## src/rtl/knight_motion.sv

```systemverilog
// knight_motion: per-frame walk/jump/fall motion of a sprite; optional air jump with KNIGHT_DOUBLE_JUMP_EN
module knight_motion #(
  parameter int X_START  = 320,
  parameter int Y_GROUND = 400,
  parameter int X_MIN    = 24,
  parameter int X_MAX    = 615,
  parameter int Y_MIN    = 32,
  parameter int STEP_X   = 2,
  parameter int JUMP_V   = 10,
  parameter int GRAVITY  = 1,
  parameter int VMAX     = 8,
  parameter int SIZE_X   = 50,
  parameter int SIZE_Y   = 64
) (
  input  logic        Clk,
  input  logic        Reset,
  input  logic        frame_clk,
  input  logic [15:0] keycode,
  output logic [9:0]  BallX,
  output logic [9:0]  BallY,
  output logic [9:0]  Ball_sizeX,
  output logic [9:0]  Ball_sizeY,
  output logic [3:0]  BallStatus,
  output logic        facing
);
  typedef enum logic [1:0] {IDLE, WALK, JUMP, FALL} state_t;
  localparam logic [9:0]         XS    = 10'(X_START);
  localparam logic [9:0]         YG    = 10'(Y_GROUND);
  localparam logic [9:0]         XMIN  = 10'(X_MIN);
  localparam logic [9:0]         XLO   = 10'(X_MIN + STEP_X);
  localparam logic [9:0]         STEP  = 10'(STEP_X);
  localparam logic [10:0]        XMAX  = 11'(X_MAX);
  localparam logic [9:0]         YMIN  = 10'(Y_MIN);
  localparam logic signed [11:0] YMIN_S = 12'(Y_MIN);
  localparam logic signed [11:0] YG_S  = 12'(Y_GROUND);
  localparam logic signed [7:0]  VJ    = 8'(-JUMP_V);
  localparam logic signed [7:0]  GRAV  = 8'(GRAVITY);
  localparam logic signed [7:0]  VMX   = 8'(VMAX);
  state_t             r_st, w_st_nxt;
  logic [9:0]         r_x, r_y, w_x_nxt, w_y_nxt;
  logic signed [7:0]  r_vy, w_vy_nxt, w_vsum, w_vadd;
  logic signed [11:0] w_ysum;
  logic [10:0]        w_xp;
  logic [9:0]         w_x_right, w_x_left;
  logic               r_face, w_face_nxt, r_fc_d, r_jump_d;
  logic               w_tick, w_left, w_right, w_jump, w_hl, w_hr, w_h, w_req, w_air, w_ground;
  assign w_tick    = frame_clk & ~r_fc_d;
  assign w_left    = keycode[15:8] == 8'h04 || keycode[7:0] == 8'h04;
  assign w_right   = keycode[15:8] == 8'h07 || keycode[7:0] == 8'h07;
  assign w_jump    = keycode[15:8] == 8'h1A || keycode[7:0] == 8'h1A ||
                     keycode[15:8] == 8'h2C || keycode[7:0] == 8'h2C;
  assign w_hl      = w_left & ~w_right;
  assign w_hr      = w_right & ~w_left;
  assign w_h       = w_hl | w_hr;
  assign w_req     = w_jump & ~r_jump_d;
  assign w_ground  = r_st == IDLE || r_st == WALK;
  assign w_xp      = {1'b0, r_x} + {1'b0, STEP};
  assign w_x_right = w_xp > XMAX ? XMAX[9:0] : w_xp[9:0];
  assign w_x_left  = r_x < XLO ? XMIN : r_x - STEP;
  assign w_ysum    = $signed({2'b00, r_y}) + 12'(r_vy);
  assign w_vsum    = r_vy + GRAV;
  assign w_vadd    = w_vsum > VMX ? VMX : w_vsum;
`ifdef KNIGHT_DOUBLE_JUMP_EN
  logic r_credit;
  assign w_air = w_req & r_credit & ~w_ground;
  // air-jump credit: spent by an air jump, refilled whenever the sprite is on the ground
  always_ff @(posedge Clk) begin
    if (Reset) r_credit <= 1'b1;
    else if (w_tick) r_credit <= w_air ? 1'b0 : (w_st_nxt == IDLE || w_st_nxt == WALK) ? 1'b1 : r_credit;
  end
`else
  assign w_air = 1'b0;
`endif
  // motion state register, advanced only on a frame tick; reset wins over tick
  always_ff @(posedge Clk) begin
    if (Reset) begin
      r_fc_d   <= 1'b0;
      r_jump_d <= 1'b0;
      r_st     <= IDLE;
      r_x      <= XS;
      r_y      <= YG;
      r_vy     <= '0;
      r_face   <= 1'b0;
    end else begin
      r_fc_d <= frame_clk;
      if (w_tick) begin
        r_jump_d <= w_jump;
        r_st     <= w_st_nxt;
        r_x      <= w_x_nxt;
        r_y      <= w_y_nxt;
        r_vy     <= w_vy_nxt;
        r_face   <= w_face_nxt;
      end
    end
  end
  // next position, velocity, state and facing for the coming tick
  always_comb begin
    w_st_nxt   = r_st;
    w_y_nxt    = r_y;
    w_vy_nxt   = r_vy;
    w_x_nxt    = w_hr ? w_x_right : w_hl ? w_x_left : r_x;
    w_face_nxt = w_hr ? 1'b0 : w_hl ? 1'b1 : r_face;
    if (w_ground) begin
      if (w_req) begin
        w_st_nxt = JUMP;
        w_vy_nxt = VJ;
      end else begin
        w_st_nxt = w_h ? WALK : IDLE;
        w_y_nxt  = YG;
        w_vy_nxt = '0;
      end
    end else if (w_air) begin
      w_st_nxt = JUMP;
      w_vy_nxt = VJ;
    end else if (r_st == JUMP && w_ysum < YMIN_S) begin
      w_st_nxt = FALL;
      w_y_nxt  = YMIN;
      w_vy_nxt = '0;
    end else if (r_st == FALL && w_ysum >= YG_S) begin
      w_st_nxt = w_h ? WALK : IDLE;
      w_y_nxt  = YG;
      w_vy_nxt = '0;
    end else begin
      w_y_nxt  = w_ysum[9:0];
      w_vy_nxt = w_vadd;
      w_st_nxt = (r_st == JUMP && !w_vadd[7]) ? FALL : r_st;
    end
  end
  assign BallX      = r_x;
  assign BallY      = r_y;
  assign Ball_sizeX = 10'(SIZE_X);
  assign Ball_sizeY = 10'(SIZE_Y);
  assign BallStatus = {2'b00, r_st};
  assign facing     = r_face;
endmodule

```

## config.mk

```make
export PLATFORM = sky130hd
export DESIGN_NAME = knight_motion
export DESIGN_NICKNAME = d
export VERILOG_FILES = /design/src/rtl/knight_motion.sv
export SDC_FILE = /design/constraint.sdc
export NUM_CORES = 1
export LEC_CHECK = 0
export ABC_AREA = 1
export BUFFER_PORTS_ARGS = -buffer_cell sky130_fd_sc_hd__buf_2
export CAP_MARGIN = 20
export CORE_MARGIN = 2
export CORE_UTILIZATION = 50
export CTS_BUF_LIST = sky130_fd_sc_hd__clkbuf_8 sky130_fd_sc_hd__clkbuf_16
export DETAILED_ROUTE_END_ITERATION = 8
export PLACE_DENSITY = 0.77
export SYNTH_ARGS = -nofsm -noshare
export SYNTH_HDL_FRONTEND = slang
export SYNTH_SLANG_ARGS = --single-unit
export TNS_END_PERCENT = 1
```

## constraint.sdc

```tcl
create_clock -name Clk -period 2.3 [get_ports Clk]
set_input_delay 0 -clock Clk [delete_from_list [all_inputs] [get_ports Clk]]
set_output_delay 0 -clock Clk [all_outputs]
set_load 0.05 [all_outputs]
```

* Word-level counts from Yosys, hierarchy flattened *
Cells that the tools add are included.

operators by class
  bitwise logic cells = 9
  $lt $le $gt $ge = 5
  reductions and logical operators = 16
  muxes and demuxes = 21
  $add $sub $neg = 4
  equality and inequality tests = 12

operators with widths
  operator                                                     count
  two-way mux 10 bit                                           8
  two-way mux 8 bit                                            5
  equality test 8 x 3 -> 1 bit, second input constant          4
  equality test 8 x 5 -> 1 bit, second input constant          2
  equality test 8 x 6 -> 1 bit, second input constant          2
  adder 11 x 8 -> 12 bit                                       1
  >= comparator 12 x 10 -> 1 bit, second input constant        1
  less-than comparator 12 x 7 -> 1 bit, second input constant  1
  adder 10 x 2 -> 11 bit, second input constant                1
  > comparator 11 x 10 -> 1 bit, second input constant         1
  less-than comparator 10 x 5 -> 1 bit, second input constant  1
  two-way mux 2 bit                                            5
  subtractor 10 x 2 -> 10 bit, second input constant           1
  adder 8 x 2 -> 8 bit, second input constant                  1
  > comparator 8 x 5 -> 1 bit, second input constant           1
  logical OR 1 bit                                             6
  AND reduction 2 bit                                          3
  bitwise AND 1 bit                                            4
  equality test 2 bit, second input constant                   2
  inverter 1 bit                                               4
  nonzero test 4 bit                                           1
  logical AND 1 bit                                            3
  two-way mux 1 bit                                            3
  equality test 2 x 1 -> 1 bit, second input constant          1
  other kinds (5)                                              5

word-level totals
  output and inout bits = 45
  flip-flop bits (word level) = 33
  logic and storage cells = 74
  bits of input ports = 19

* Depth between registers and ports, before layout *
Gate-level depths: netlist of the first run.

  depth in word-level cells = 9
  mapped depth = 19
  depth with buffers taken out = 19

* Worst setup path after synthesis of the first run *
No wires, ideal clock.

  path type = reg-to-reg
  start point = reg r_y[0], in the netlist BallY[0]
  end point = reg r_vy[4]
  cell stages (with the launch flop) = 17
  required time = 2183 ps
  path buffers = 0
  setup time = 117 ps
  clock period less this slack = 2442 ps
  data arrival time = 2325 ps
  slack = -142 ps
  cell sequence = dfxtp_1 > ha_1 > fa_1 > nand3_1 > nand3_1 > nand2_1 > nand2_1 > nand2_1 > nand2_1 > nor2_1 > nand2_1 > nand3_2 > nand3_2 > nand3_4 > o21ai_2 > nand2_1 > nor2_1

on the way
  word-level cells in the longest chain between the ends = 6
  elaborated cells between the ends (all ways) = 8
  those cells by class = add/sub: 1; order compare: 2; mux: 3; reduce/logical: 2

ends and longest elaborated chain
  element                         line  text
  from (decl)                     40    logic [9:0] r_x, r_y, w_x_nxt, w_y_nxt;
  from (signal assigned)          90    r_y <= w_y_nxt;
  adder 11 x 8 -> 12 bit (*)      60    assign w_ysum = $signed({2'b00, r_y}) + 12'(r_vy);
  >= comparator 12 x 10 -> 1 bit  119   end else if (r_st == FALL && w_ysum >= YG_S) begin
  logical AND 1 bit               119
  two-way mux 8 bit               119
  two-way mux 8 bit (*)           115   end else if (r_st == JUMP && w_ysum < YMIN_S) begin
  two-way mux 8 bit (*)           103   if (w_ground) begin
  to (signal assigned)            91    r_vy <= w_vy_nxt;
  to (decl)                       41    logic signed [7:0] r_vy, w_vy_nxt, w_vsum, w_vadd;

Every way passes the cells marked *; elsewhere a longest branch is shown, timed or not.
A chain may end at the register's enable or synchronous reset.

* Final worst setup path of the first run *
  start point = reg r_vy[0]
  end point = reg r_st[0]

on the way
  word-level cells in the longest chain between the ends = 7
  elaborated cells between the ends (all ways) = 15
  those cells by class = add/sub: 2; order compare: 3; mux: 4; reduce/logical: 6

ends and longest elaborated chain
  element                                                         line  text
  branches (longest 7 deep; another with adder 11 x 8 -> 12 bit)  --
  to (signal assigned)                                            88    r_st <= w_st_nxt;
  to (decl)                                                       39    state_t r_st, w_st_nxt;

Parallel ways; which one is timed is not known.

==> summary.txt, run 1 <==
Setup path
  • CP Max Fanout: 3
  • Setup CP Type: reg -> reg
  • CP Data Arrival Time: 2.41 ns
  • Critical path endpoint category: flop
  • Startpoint Class: flop
  • Worst Path Required: 2.48 ns

Synth
  • EDFF count, synth: 0
  • Seq cells post-synth: 33
  • Synth Area per Inst: 6.34 um2
  • Post-Synthesis Cells: 460
  • Top FF cell, synth: dfxtp_1
  • Cell area after synthesis: 0.00292 mm2
  • Sequential fraction of the synthesis area: 0.227
  • Syn. warnings: 0
  • Synth cell types: 39
  • FFs w/ async S/R, synth: 0

CTS
  • Clock transition at path regs: 0.07 ns
  • Clock Latency Late Sink: 0.29 ns
  • Htree depth: 2
  • Root Buffer: clkbuf_8
  • CTS tree: built
  • Inserted Clock Buffers: 5
  • TritonCTS Sinks: 33
  • Clock buffer depth: 2

Final layout
  • Proportion of layout cells with a drive suffix above 1: 0.245
  • Fin nets: 558
  • N_diodes: 0
  • Fill cell count: 485
  • Final instance area: 0.00356 mm2
  • Area Growth Syn to Fin: 22.2%
  • Util after Layout: 0.640

Placed design
  • Dpl ws: -0.0823 ns
  • Area after DPL: 0.00322 mm2
  • RePlAce Congestion: 0.927
  • PortBufs: 41
  • Post-DP HPWL: 5730 um

STA
  • Final Max Tran Viols: 0
  • RSZ-0062 raised after global routing: true
  • Worst-margin pin slew: 0.518 ns
  • Final Hold Fails: 0
  • Minimum clock period: 2.23 ns
  • Setup TNS: 0 ns
  • Final Cycle Share: 0.968
  • Post-route worst setup slack: 0.0740 ns
  • Fmax: 449 MHz
  • Final setup viols: 0
  • Slew headroom: 0.651
  • Worst clock skew: 0.00607 ns

Power
  • Power Total: 1.47 mW
  • Leak: 1.80 nW
  • Pwr/cell area: 412 mW/mm2
  • Worst VDD drop: 0.343 mV

Global route
  • GR Util met1: 0.320
  • Global route hottest layer: met2
  • Grt ovf: 0
  • Gr usage total: 0.238
  • Vias in the first global route: 2730
  • First-pass GRT wire length: 12300 um
  • Pin count of the biggest net entering global routing: 17
  • Initial antenna violation count: 0
  • M2 GR Usage: 0.391
  • Met3 Use GR: 0.0461

Drt
  • Post-route ant nets: 0
  • DRT Pass-1 Iters: 5
  • DR DRC count: 0
  • Routed WL: 7570 um
  • DRT iter0 DRCs: 227
  • WL per Instance: 12.8 um
  • Vias post-DR: 3120
  • Vias per inst: 5.25

Floorplanning
  • Die ar.: 0.00646 mm2
  • Rows: 27
  • Die Width: 80.4 um
  • Initial Utilization: 0.523
  • Core ar.: 0.00557 mm2
  • # IOs: 64
  • Height of the die: 80.4 um

Run
  • Maxcap violations: 0

Run status
  • Status: finished clean

Min path
  • Hold Crit Class: in -> reg
registers in the layout, summed over array words and instances (netlist names):
register / count
r_vy: 8
facing: 1
r_jump_d: 1
r_fc_d: 1
BallY: 10
BallX: 10
r_st: 2
synthesized netlist by cell type (2+ instances only):
cell type | n | share of area
nor2_1 | 42 | 0.054
buf_4 | 22 | 0.057
xnor2_1 | 3 | 0.0090
nand4_1 | 8 | 0.017
clkbuf_1 | 3 | 0.0039
buf_2 | 5 | 0.0086
dfxtp_1 | 33 | 0.23
o22ai_1 | 4 | 0.0086
nand3_2 | 5 | 0.017
nor4_1 | 3 | 0.0064
xor2_1 | 15 | 0.045
ha_1 | 17 | 0.073
nand2_1 | 113 | 0.15
nand3_1 | 37 | 0.063
nand3b_1 | 5 | 0.013
or2_2 | 2 | 0.0043
o21ai_0 | 20 | 0.034
nor3_1 | 4 | 0.0069
o2111ai_1 | 4 | 0.012
inv_1 | 61 | 0.079
conb_1 | 2 | 0.0026
a31oi_1 | 5 | 0.011
a21oi_1 | 29 | 0.050
a22oi_1 | 3 | 0.0077
final timing paths:
path / from / end / slack (ns) / depth (start not counted)
worst min register to register: BallY[3]$_SDFFE_PP0P_ / BallY[3]$_SDFFE_PP0P_ / 0.49 / 2
worst max-delay path: r_vy[0]$_SDFFE_PP0P_ / r_st[0]$_SDFFE_PP0P_ / 0.07 / 19
worst max register to register: r_vy[0]$_SDFFE_PP0P_ / r_st[0]$_SDFFE_PP0P_ / 0.07 / 19
worst min-delay path: Reset / r_fc_d$_SDFF_PP0_ / 0.08 / 2
what timing repair did:
item                                   CTS  global route
setup endpoints to repair               19            20
pin swaps                                8            14
buffers inserted                         2             4
endpoints found under the hold margin    1             0
hold buffers                             1             0
gates resized for setup                 11            34
metal layers:
| layer | vias up | part of all wire |
|---|---|---|
| met4 | 0 | 0.015 |
| met5 | - | 0 |
| met3 | 13 | 0.064 |
| met1 | 1402 | 0.46 |
| met2 | 115 | 0.47 |
| li1 | 1590 | - |
critical path, cell delays in order, from the launching register on:
cell and delay (ns):
dfxtp_2 0.34, ha_4 0.16, fa_2 0.37, nand3_2 0.10, nand3_4 0.08, nand2_2 0.08
nand2_1 0.05, nand2_1 0.07, nand2_2 0.07, nand3_2 0.07, nor2_1 0.04, nand2_1 0.06
nand2_2 0.08, buf_4 0.14, a21oi_1 0.11, nand2_1 0.07, nand2_1 0.08, nand2_1 0.05
nand2_1 0.05, nor2_1 0.04
final cells by class:
type                            instances  area, um2  area share
Clock buffer                            5       68.8      0.0193
Inverter                               63        236      0.0663
Clock inverter                          3       11.3     0.00316
Tap cell                               72       90.1      0.0253
Timing Repair Buffer                   65        392       0.110
Multi-Input combinational cell        353       2080       0.584
Sequential cell                        33        683       0.192
where the power goes:
part           internal (mW)  switching (mW)  leakage (nW)  total, mW
clock                  0.201           0.207        0.0519      0.409
sequential             0.591          0.0234         0.274      0.614
combinational          0.150           0.296          1.47      0.446
layout by cell type (no fill, tap or decap), drive strengths merged, types with 4 or more instances in the layout:
master   netlist  routed
inv           62      65
nand3         43      43
dfxtp         33      33
o21ai         21      21
a21oi         30      30
nand2        114     114
nor2          44      44
ha            17      17
nand4          8       8
nand3b         5       5
clkbuf         4       5
buf           27      64
nor3           5       5
xor2          15      15
o22ai          4       4
a31oi          5       5
conb           2      22
o2111ai        4       4
cells by family after synthesis:
family,count (synthesis),synth area share
simple gates,226,0.351
buf+inv,94,0.152
compound gates,69,0.135
flops,33,0.227
xor+xnor,18,0.0541
fa+ha+maj,18,0.0798
other cells,2,0.00257
per-stage QoR:
step | hold slack [ns] | cells
floorplan | 0.0551 | 480
global placement | 0.216 | 579
detailed placement | 0.221 | 579
CTS | 0.0708 | 590
global route | 0.102 | 594
finish | 0.0764 | 594
Note: power is estimated with default switching activity, not from simulation.
==> run 2, diff against run 1 <==
--- a/config.mk
+++ b/config.mk
@@ -12,6 +12,7 @@
 export CORE_UTILIZATION = 50
 export CTS_BUF_LIST = sky130_fd_sc_hd__clkbuf_8 sky130_fd_sc_hd__clkbuf_16
 export DETAILED_ROUTE_END_ITERATION = 8
+export GPL_TIMING_DRIVEN = 0
 export PLACE_DENSITY = 0.77
 export SYNTH_ARGS = -nofsm -noshare
 export SYNTH_HDL_FRONTEND = slang
==> run 2 against run 1 <==
The flow now finishes with violations (setup timing). Combinational power is 0.9% higher. Total power is 1.9% higher. Clock skew is 0.0046 ns higher. Fmax is 3.3% lower. Wire length is 4.3% higher. Sequential cell count stayed put. Via count is 0.96% higher. Clock-buffer cell count stayed put. Largest cell class unchanged. Largest power group unchanged.
==> summary.txt, run 2 (synthesis results as in run 1) <==
CTS
  • Root Buffer: clkbuf_8
  • Clock Latency Late Sink: 0.29 ns (about the same)
  • Inserted Clock Buffers: 5 (unchanged)
  • Clock transition at path regs: 0.07 ns (about the same)
  • TritonCTS Sinks: 33 (unchanged)
  • Htree depth: 2 (unchanged)
  • CTS tree: built
  • Clock buffer depth: 2 (unchanged)

STA
  • Final Max Tran Viols: 0 (unchanged)
  • Worst-margin pin slew: 0.579 ns (+0.0612 ns)
  • Setup TNS: -0.00203 ns (-0.00203 ns)
  • Final Hold Fails: 0 (unchanged)
  • RSZ-0062 raised after global routing: true
  • Minimum clock period: 2.30 ns (+0.0761 ns)
  • Final Cycle Share: 1.00 (+0.0331)
  • Final setup viols: 1 (+1)
  • Worst clock skew: 0.0106 ns (+0.00458 ns)
  • Post-route worst setup slack: -0.00203 ns (-0.0761 ns)
  • Slew headroom: 0.614 (-0.0372)
  • Fmax: 434 MHz (-3.3%)

Drt
  • Post-route ant nets: 0 (unchanged)
  • DRT Pass-1 Iters: 5 (unchanged)
  • Vias post-DR: 3150 (+0.96%)
  • Routed WL: 7900 um (+4.3%)
  • DR DRC count: 0 (unchanged)
  • WL per Instance: 12.9 um (+1.4%)
  • Vias per inst: 5.16 (-1.8%)
  • DRT iter0 DRCs: 259 (+14%)

Run status
  • Failing checks: setup timing
  • Status: finished, violations left

Global route
  • Vias in the first global route: 2823 (+3.4%)
  • Initial antenna violation count: 0 (unchanged)
  • Pin count of the biggest net entering global routing: 11 (-6)
  • Grt ovf: 0 (unchanged)
  • Gr usage total: 0.247 (+0.00848)
  • First-pass GRT wire length: 12600 um (+2.4%)

Final layout
  • Post-Layout Cell Count: 611 (+2.9%)
  • Area Growth Syn to Fin: 27.8%
  • Fill cell count: 516 (+6.4%)
  • N_diodes: 0 (unchanged)
  • Most frequent cells in the layout: nand2_1, inv_1, buf_2, nor2_1, nand3_1
  • Proportion of layout cells with a drive suffix above 1: 0.291 (+0.0461)
  • Fin nets: 575 (+3.0%)
  • Most common library cell in the layout ignoring fill and taps: nand2_1

Placed design
  • Post-DP HPWL: 5830 um (+1.7%)
  • Dpl cells: 593 (+2.4%)
  • RePlAce Congestion: 0.881 (-4.9%)
  • PortBufs: 41 (unchanged)

Setup path
  • Setup CP Type: reg -> reg
  • Worst Path Required: 2.51 ns (+0.03 ns)
  • CP Max Fanout: 6 (+3)
  • Critical path endpoint category: flop
  • CP Data Arrival Time: 2.51 ns (+0.10 ns)
  • Startpoint Class: flop

Floorplanning
  • Initial Utilization: 0.523 (unchanged)
  • Rows: 27 (unchanged)
  • Height of the die: 80.4 um (unchanged)
  • # IOs: 64 (unchanged)
  • Core ar.: 0.00557 mm2 (unchanged)
  • Die Width: 80.4 um (unchanged)
  • Die ar.: 0.00646 mm2 (unchanged)

Run
  • Maxcap violations: 0 (unchanged)

Power
  • Power Total: 1.50 mW (+1.9%)
  • Worst VDD drop: 0.431 mV (+26%)
  • Leak: 1.89 nW (+5.0%)
  • Pwr/cell area: 402 mW/mm2 (-2.5%)

Min path
  • Hold Crit Class: in -> reg
## run 2: cell count changes in the layout (fill, tap and decap cells not counted), sizes merged
cell	delta
dlygate4sd3	+1
clkinv	+2
inv	-2
buf	+12
clkbuf	+4
## run 2: worst max-delay path, cell delays in order, from the launching register on
cell and delay [ns]:
dfxtp_2 0.36, ha_4 0.31, nand2_1 0.11, nor2_1 0.18, nand2_2 0.09, nand3_2 0.08
nand2_1 0.06, nand2_1 0.09, inv_1 0.05, nand2_1 0.07, nand2_2 0.06, nand2_1 0.08
nand2_2 0.07, nand2_4 0.08, nand3_4 0.10, nor2_4 0.22, nand2_1 0.08, a21oi_1 0.12
## run 2: final cells by class
type | instances | area (um2) | area share
Inverter | 63 | 236 | 0.0635
Clock buffer | 5 | 68.8 | 0.0185
Sequential cell | 33 | 688 | 0.185
Buffer | 31 | 206 | 0.0554
Timing Repair Buffer | 51 | 289 | 0.0776
Multi-Input combinational cell | 353 | 2130 | 0.573
Clock inverter | 3 | 13.8 | 0.00369
Tap cell | 72 | 90.1 | 0.0242
## run 2: per-layer routing
layer  track usage  up-vias  wire (um)
met5             0        -          0
met4        0.0864        0        139
met3        0.0517       18        503
met2         0.416      104       3640
met1         0.310     1411       3620
li1              -     1617          -
## run 2: through the flow
stage           util  instance area, um2  hold slack (ns)  setup slack (ns)
3_3_place_gp   0.591                3300            0.220            -0.138
6_report       0.668                3730            0.169          -0.00203
4_1_cts        0.643                3580            0.177           -0.0138
2_1_floorplan      -                3000           0.0551           -0.0104
5_1_grt        0.668                3730            0.224            -0.224
3_5_place_dp   0.591                3300            0.231            -0.236
## run 2: path summary, 6_finish.rpt
kind                                              end                  start  slack, ns  cells after the start
worst max-delay path            BallY[3]$_SDFFE_PP0P_   r_vy[4]$_SDFFE_PP0P_     -0.002                     17
worst min-delay path             r_st[1]$_SDFFE_PP0P_             keycode[6]       0.17                      6
worst max register to register  BallY[3]$_SDFFE_PP0P_   r_vy[4]$_SDFFE_PP0P_     -0.002                     17
worst min register to register  BallY[0]$_SDFFE_PP0P_  BallY[0]$_SDFFE_PP0P_       0.51                      2
## run 2: repair_timing
action | CTS | global route
hold buffers | 2 | 0
resized for setup | 30 | 33
buffers inserted | 6 | 2
endpoints found under the hold margin | 2 | 0
pin swaps | 12 | 16
setup endpoints to repair | 20 | 20
## run 2: power by group
group	switching [mW]	internal, mW	total, mW	leakage [nW]
Combinational	0.296	0.154	0.450	1.57
Sequential	0.0259	0.589	0.615	0.275
Clock	0.226	0.205	0.432	0.0491
